$ cat config.mk
export PLATFORM = sky130hd
export DESIGN_NAME = mmio_uart_tx
export DESIGN_NICKNAME = d
export VERILOG_FILES = /design/src/rtl/uart_pkg.sv /design/src/rtl/sync_fifo.sv /design/src/rtl/mmio_uart_tx.sv
export SDC_FILE = /design/constraint.sdc
export NUM_CORES = 1
export LEC_CHECK = 0
export ABC_AREA = 1
export BUFFER_PORTS_ARGS = -buffer_cell sky130_fd_sc_hd__buf_2
export CORE_MARGIN = 2
export CORE_UTILIZATION = 55
export DETAILED_ROUTE_END_ITERATION = 12
export GPL_TIMING_DRIVEN = 0
export PLACE_DENSITY = 0.82
export SETUP_SLACK_MARGIN = 0.15
export SLEW_MARGIN = 20
export SYNTH_ARGS = -nofsm -noshare
export SYNTH_HDL_FRONTEND = slang
export SYNTH_SLANG_ARGS = --single-unit
$ cat constraint.sdc
create_clock -name clk -period 4.49 [get_ports clk]
set_input_delay 0.898 -clock clk [delete_from_list [all_inputs] [get_ports clk]]
set_output_delay 0.898 -clock clk [all_outputs]
set_load 0.05 [all_outputs]
$ cat src/rtl/uart_pkg.sv
// uart_pkg: register map offsets, STATUS bit positions and FSM encoding
// shared by the MMIO UART transmitter.
package uart_pkg;
    localparam logic [31:0] TXDATA_OFS = 32'h0;
    localparam logic [31:0] STATUS_OFS = 32'h4;
    localparam int FULL_B    = 0;
    localparam int EMPTY_B   = 1;
    localparam int BUSY_B    = 2;
    localparam int OVF_B     = 3;
    localparam int COUNT_LSB = 8;
    typedef enum logic [1:0] {IDLE, START, DATA, STOP} uart_state_t;
endpackage

$ cat src/rtl/sync_fifo.sv
// sync_fifo: power-of-two circular FIFO; a push into a full FIFO is still
// accepted when a pop frees a slot on the same edge.
module sync_fifo #(
    parameter int WIDTH = 8,
    parameter int DEPTH = 4
) (
    input  logic                           clk,
    input  logic                           reset,
    input  logic                           push,
    input  logic [WIDTH-1:0]               din,
    input  logic                           pop,
    output logic [WIDTH-1:0]               dout,
    output logic [$clog2(DEPTH+1)-1:0]     count,
    output logic                           full,
    output logic                           empty
);
    localparam int AW = $clog2(DEPTH);
    localparam int CW = $clog2(DEPTH+1);
    logic [WIDTH-1:0] mem_q [DEPTH];
    logic [AW-1:0] wp_q, rp_q;
    logic [CW-1:0] cnt_q;
    logic do_push, do_pop;
    assign full    = cnt_q == CW'(DEPTH);
    assign empty   = cnt_q == '0;
    assign do_pop  = pop && !empty;
    assign do_push = push && (!full || do_pop);
    assign dout    = mem_q[rp_q];
    assign count   = cnt_q;
    always_ff @(posedge clk) begin
        if (do_push && !reset) mem_q[wp_q] <= din;
    end
    always_ff @(posedge clk) begin
        if (reset) begin
            wp_q  <= '0;
            rp_q  <= '0;
            cnt_q <= '0;
        end else begin
            if (do_push) wp_q <= wp_q + 1'b1;
            if (do_pop) rp_q <= rp_q + 1'b1;
            cnt_q <= cnt_q + CW'(do_push) - CW'(do_pop);
        end
    end
endmodule

$ cat src/rtl/mmio_uart_tx.sv
// mmio_uart_tx: memory-mapped 8N1 UART transmitter with a small byte FIFO,
// sitting beside dmem on the processor data port.
module mmio_uart_tx
    import uart_pkg::*;
#(
    parameter int          CLKS_PER_BIT = 16,
    parameter int          FIFO_DEPTH   = 4,
    parameter logic [31:0] BASE_ADDR    = 32'h0000_FF00
) (
    input  logic        clk,
    input  logic        reset,
    input  logic        we,
    input  logic [31:0] a,
    input  logic [31:0] wd,
    output logic [31:0] rd,
    output logic        txd
);
    localparam int BW = $clog2(CLKS_PER_BIT);
    localparam int CW = $clog2(FIFO_DEPTH+1);
    localparam logic [31:0] TX_A = BASE_ADDR + TXDATA_OFS;
    localparam logic [31:0] ST_A = BASE_ADDR + STATUS_OFS;
    uart_state_t   state_q;
    logic [BW-1:0] bcnt_q;
    logic [2:0]    bidx_q;
    logic [7:0]    sh_q, dout;
    logic          ovf_q, txd_q;
    logic [CW-1:0] count;
    logic [31:0]   status;
    logic full, empty, sel_tx, sel_st, push, pop, last;
    logic unused_bits;
    assign unused_bits = ^{a[1:0], wd[31:8]};
    assign sel_tx = a[31:2] == TX_A[31:2];
    assign sel_st = a[31:2] == ST_A[31:2];
    assign push   = we && sel_tx;
    assign last   = bcnt_q == BW'(CLKS_PER_BIT-1);
    // the next byte is taken either from idle or at the end of a stop bit
    assign pop    = !empty && (state_q == IDLE || (state_q == STOP && last));
    assign txd    = txd_q;
    sync_fifo #(.WIDTH(8), .DEPTH(FIFO_DEPTH)) u_fifo (
        .clk(clk), .reset(reset), .push(push), .din(wd[7:0]), .pop(pop),
        .dout(dout), .count(count), .full(full), .empty(empty)
    );
    always_comb begin
        status = '0;
        status[FULL_B]  = full;
        status[EMPTY_B] = empty;
        status[BUSY_B]  = state_q != IDLE;
        status[OVF_B]   = ovf_q;
        status[COUNT_LSB +: 8] = 8'(count);
        rd = sel_st ? status : '0;
    end
    always_ff @(posedge clk) begin
        if (reset) begin
            state_q <= IDLE;
            txd_q   <= 1'b1;
            ovf_q   <= 1'b0;
            bcnt_q  <= '0;
            bidx_q  <= '0;
            sh_q    <= '0;
        end else begin
            if (push && full && !pop) ovf_q <= 1'b1;
            else if (we && sel_st && wd[OVF_B]) ovf_q <= 1'b0;
            bcnt_q <= (state_q == IDLE || last) ? '0 : bcnt_q + 1'b1;
            case (state_q)
                IDLE: if (pop) begin
                    sh_q    <= dout;
                    state_q <= START;
                    txd_q   <= 1'b0;
                end
                START: if (last) begin
                    bidx_q  <= '0;
                    state_q <= DATA;
                    txd_q   <= sh_q[0];
                end
                DATA: if (last) begin
                    sh_q <= sh_q >> 1;
                    if (bidx_q == 3'd7) begin
                        state_q <= STOP;
                        txd_q   <= 1'b1;
                    end else begin
                        bidx_q <= bidx_q + 1'b1;
                        txd_q  <= sh_q[1];
                    end
                end
                STOP: if (last) begin
                    if (pop) begin
                        sh_q    <= dout;
                        state_q <= START;
                        txd_q   <= 1'b0;
                    end else begin
                        state_q <= IDLE;
                    end
                end
            endcase
        end
    end
endmodule
==> flow_metrics.env <==
export IMPL_ioPinCount=100
export IMPL_fraction_of_the_yosys_area_taken_by_sequential_cells_pct=46.8
export IMPL_synthesis_yosys_warnings=0
export IMPL_hp_class="flip-flop to flip-flop"
export IMPL_critical_path_depth=9
export IMPL_grt_first_pass_wirelength_um=10700
export IMPL_worst_r2r_cell_count=7
export IMPL_synth_top_area_share_pct=29.5
export IMPL_grt_overflow_total=0
export IMPL_final_worst_path_cycle_share_pct=66.3
export IMPL_die_y_um=80.9
export IMPL_crit_buf_inv=3
export IMPL_r2r_start="state_q[0]"
export IMPL_timing_critical_path_fanout_max=7
export IMPL_worst_ep_arrival_time_ns=2.08
export IMPL_outcome="finished clean"
export IMPL_synth_edff_count=32
export IMPL_die_area_mm2=0.00655
export IMPL_areaGrowthSynthToFinish_pct=19.0
export IMPL_post_cts_setup_driven_buffer_insertion_count=0
export IMPL_dp_final_hpwl_um=4690
export IMPL_worstMarginPinSlew_ns=0.837
export IMPL_synth_async_reset_ratio_pct=0
export IMPL_root_buffer="sky130_fd_sc_hd__clkbuf_8"
export IMPL_place_area_mm2=0.00367
export IMPL_crit_type="input port to output port"
export IMPL_startpoint_types="input port"
export IMPL_globalplace_congestion=0.764
export IMPL_maximum_clock_insertion_buffer_count=2
export IMPL_peakVddDrop_mv=0.289
export IMPL_syn_mean_instance_area_um2=7.88
export IMPL_power_per_cell_area_mw_per_mm2=454
export IMPL_h_tree_depth=3
export IMPL_core_area_mm2=0.00582
export IMPL_timing_reg2reg_setup_slack_ns=2.04
export IMPL_relSlewSlack_pct=44.0
export IMPL_core_rowCount=28
export IMPL_yosysTopAreaCell="sky130_fd_sc_hd__edfxtp_1"
export IMPL_timing_critical_path_required_ns=3.59
export IMPL_grt_antenna_before_repair=0
export IMPL_final_design_area_no_fill_mm2=0.00387
export IMPL_route_final_wire_length_um=6270
export IMPL_crit_start="a[17]"
export IMPL_synth_main_ff_cell="sky130_fd_sc_hd__edfxtp_1"
export IMPL_nFillCells=511
export IMPL_nets=576
export IMPL_drt_iter0_drc=151
export IMPL_chipWidth_um=80.9
export IMPL_final_number_of_hold_violating_endpoints=0
export IMPL_fraction_of_final_layout_cells_with_drive_strength_greater_than_1_pct=21.4
export IMPL_cpMaxStageDelayCell="sky130_fd_sc_hd__buf_2"
export IMPL_wl_per_cell_um=10.9
export IMPL_cp_end_kind="output port"
export IMPL_report_final_setup_viol=0
export IMPL_cts_hold_buffers=0
export IMPL_max_cap_viol_count=0
export IMPL_timing_setup_tns_ns=0
export IMPL_report_final_slew_viol_count=0
export IMPL_final_util_pct=66.6
export IMPL_grt_pass1_vias=2566
export IMPL_timing_critical_path_max_delay_family="simple AND/OR/NAND/NOR gates"
export IMPL_max_freq_ghz=0.336
export IMPL_rsz_0062_raised_after_global_routing="no"
export IMPL_remaining_drc_errors=0
export IMPL_grt_start_max_net_pins=13
export IMPL_r2r_end="u_fifo.mem_q[0][4]"
export IMPL_crit_path_max_incr_delay_ns=0.29
export IMPL_floorplan_initialDensity_pct=55.9
export IMPL_clock_tree_from_tritoncts="done"
export IMPL_finClkSkew_ns=0.00925
export IMPL_clk_transition_reported_paths_ns=0.07
export IMPL_critical_path_endpoint="rd[0]"
export IMPL_global_route_usage_total_pct=21.4
export IMPL_cp_cell_sequence="buf_2 -> inv_1 -> nand2_1 -> nor2_1 -> nand2_1 -> nor2_1 -> nand3_1 -> nor3_1 -> buf_2"
export IMPL_syn_instance_count=413
export IMPL_drt_pass1_iterations=4
export IMPL_port_buffer_count=47
export IMPL_synth_cell_type_count=31
export IMPL_yosys_register_bits=60
export IMPL_routed_via_density=4.72
export IMPL_num_antenna_cells=0
export IMPL_finalCriticalPeriod_ns=2.98
export IMPL_vias=2715
export IMPL_synth_top_cells_by_area="sky130_fd_sc_hd__edfxtp_1 30%, sky130_fd_sc_hd__dfxtp_1 17%, sky130_fd_sc_hd__nor2_1 10%, sky130_fd_sc_hd__nand2_1 8.5%, sky130_fd_sc_hd__buf_4 5.8%"
export IMPL_tritoncts_num_sinks=60
export IMPL_inserted_clock_buffers=9
export IMPL_cts_resized=0
export IMPL_antenna_left=0
export IMPL_synthTopCellsByCount="90 x sky130_fd_sc_hd__nor2_1, 74 x sky130_fd_sc_hd__nand2_1, 50 x sky130_fd_sc_hd__inv_1"
export IMPL_synth_area_mm2=0.00325
export IMPL_worstSkewPairLatency_ns=0.35
export IMPL_most_repeated_cell_in_the_gate_level_netlist_after_synthesis="sky130_fd_sc_hd__nor2_1"
export IMPL_leakage_uw=0.00185
per-stage QoR:
step / cells / setup slack [ns] / total power, uW / hold WS, ns
floorplan: 437 / 1.11 / 1150 / 0.418
global placement: 559 / 1.53 / 1250 / 0.429
detailed placement: 559 / 1.50 / 1280 / 0.440
CTS: 575 / 1.50 / 1770 / 0.472
global route: 575 / 1.36 / 1890 / 0.494
finish: 575 / 1.51 / 1760 / 0.462
placed cells by master (no fill, tap or decap), drive strengths merged, types with 6 or more instances in the layout:
master,instances
inv,54
clkbuf,12
buf,77
nand3,17
dfxtp,28
o21ai,35
clkinv,7
nor2,91
edfxtp,32
nand2,80
ha,13
nand4,6
a21oi,10
conb,25
cell type report:
| class | count | area, um^2 | area share, % |
|---|---|---|---|
| Buffer | 33 | 230 | 5.95 |
| Clock buffer | 9 | 124 | 3.20 |
| Clock inverter | 7 | 75.1 | 1.94 |
| Inverter | 55 | 208 | 5.37 |
| Multi-Input combinational cell | 289 | 1380 | 35.7 |
| Sequential cell | 60 | 1520 | 39.3 |
| Tap cell | 75 | 93.8 | 2.42 |
| Timing Repair Buffer | 47 | 235 | 6.08 |
per-layer routing:
layer,vias to the layer above,global-route usage (%),routed length [um]
met5,-,0,0
met4,0,7.12,61
met3,8,6.11,360
met2,72,36.0,3100
met1,1206,26.4,2750
li1,1429,-,-
cells by family after synthesis:
| group | count (synthesis) | synth area share, % |
|---|---|---|
| buffers and inverters | 88 | 13.5 |
| and+or+nand+nor | 200 | 25.8 |
| DFF | 60 | 46.8 |
| xor gates and xnor gates | 2 | 0.539 |
| AOI/OAI and AO/OA | 48 | 7.73 |
| adders and majority gates | 14 | 5.62 |
| other | 1 | 0.115 |
how the worst min path moves through the flow:
stage | start | end | slack [ns] | cells after the start
2_1_floorplan | bcnt_q[0] | bcnt_q[0] | 0.42 | 1
3_3_place_gp | bcnt_q[0] | bcnt_q[0] | 0.43 | 1
3_5_place_dp | bcnt_q[0] | bcnt_q[0] | 0.44 | 1
4_1_cts | bcnt_q[0] | bcnt_q[0] | 0.47 | 1
5_1_grt | bcnt_q[0] | bcnt_q[0] | 0.49 | 1
6_report | bcnt_q[0] | bcnt_q[0] | 0.46 | 1
power by group:
group	internal (uW)	switching, uW
Combinational	210	393
Sequential	640	29.4
Clock	258	226
Total	1110	648
registers in the layout (all words and copies together), names as in the netlist, named ones only:
signal        flops
u_fifo.wp_q       2
u_fifo.mem_q     32
u_fifo.count      3
state_q           2
bidx_q            3
u_fifo.rp_q       2
ovf_q             1
bcnt_q            4
sh_q              8
txd               1
(Power assumes the default switching activity.)
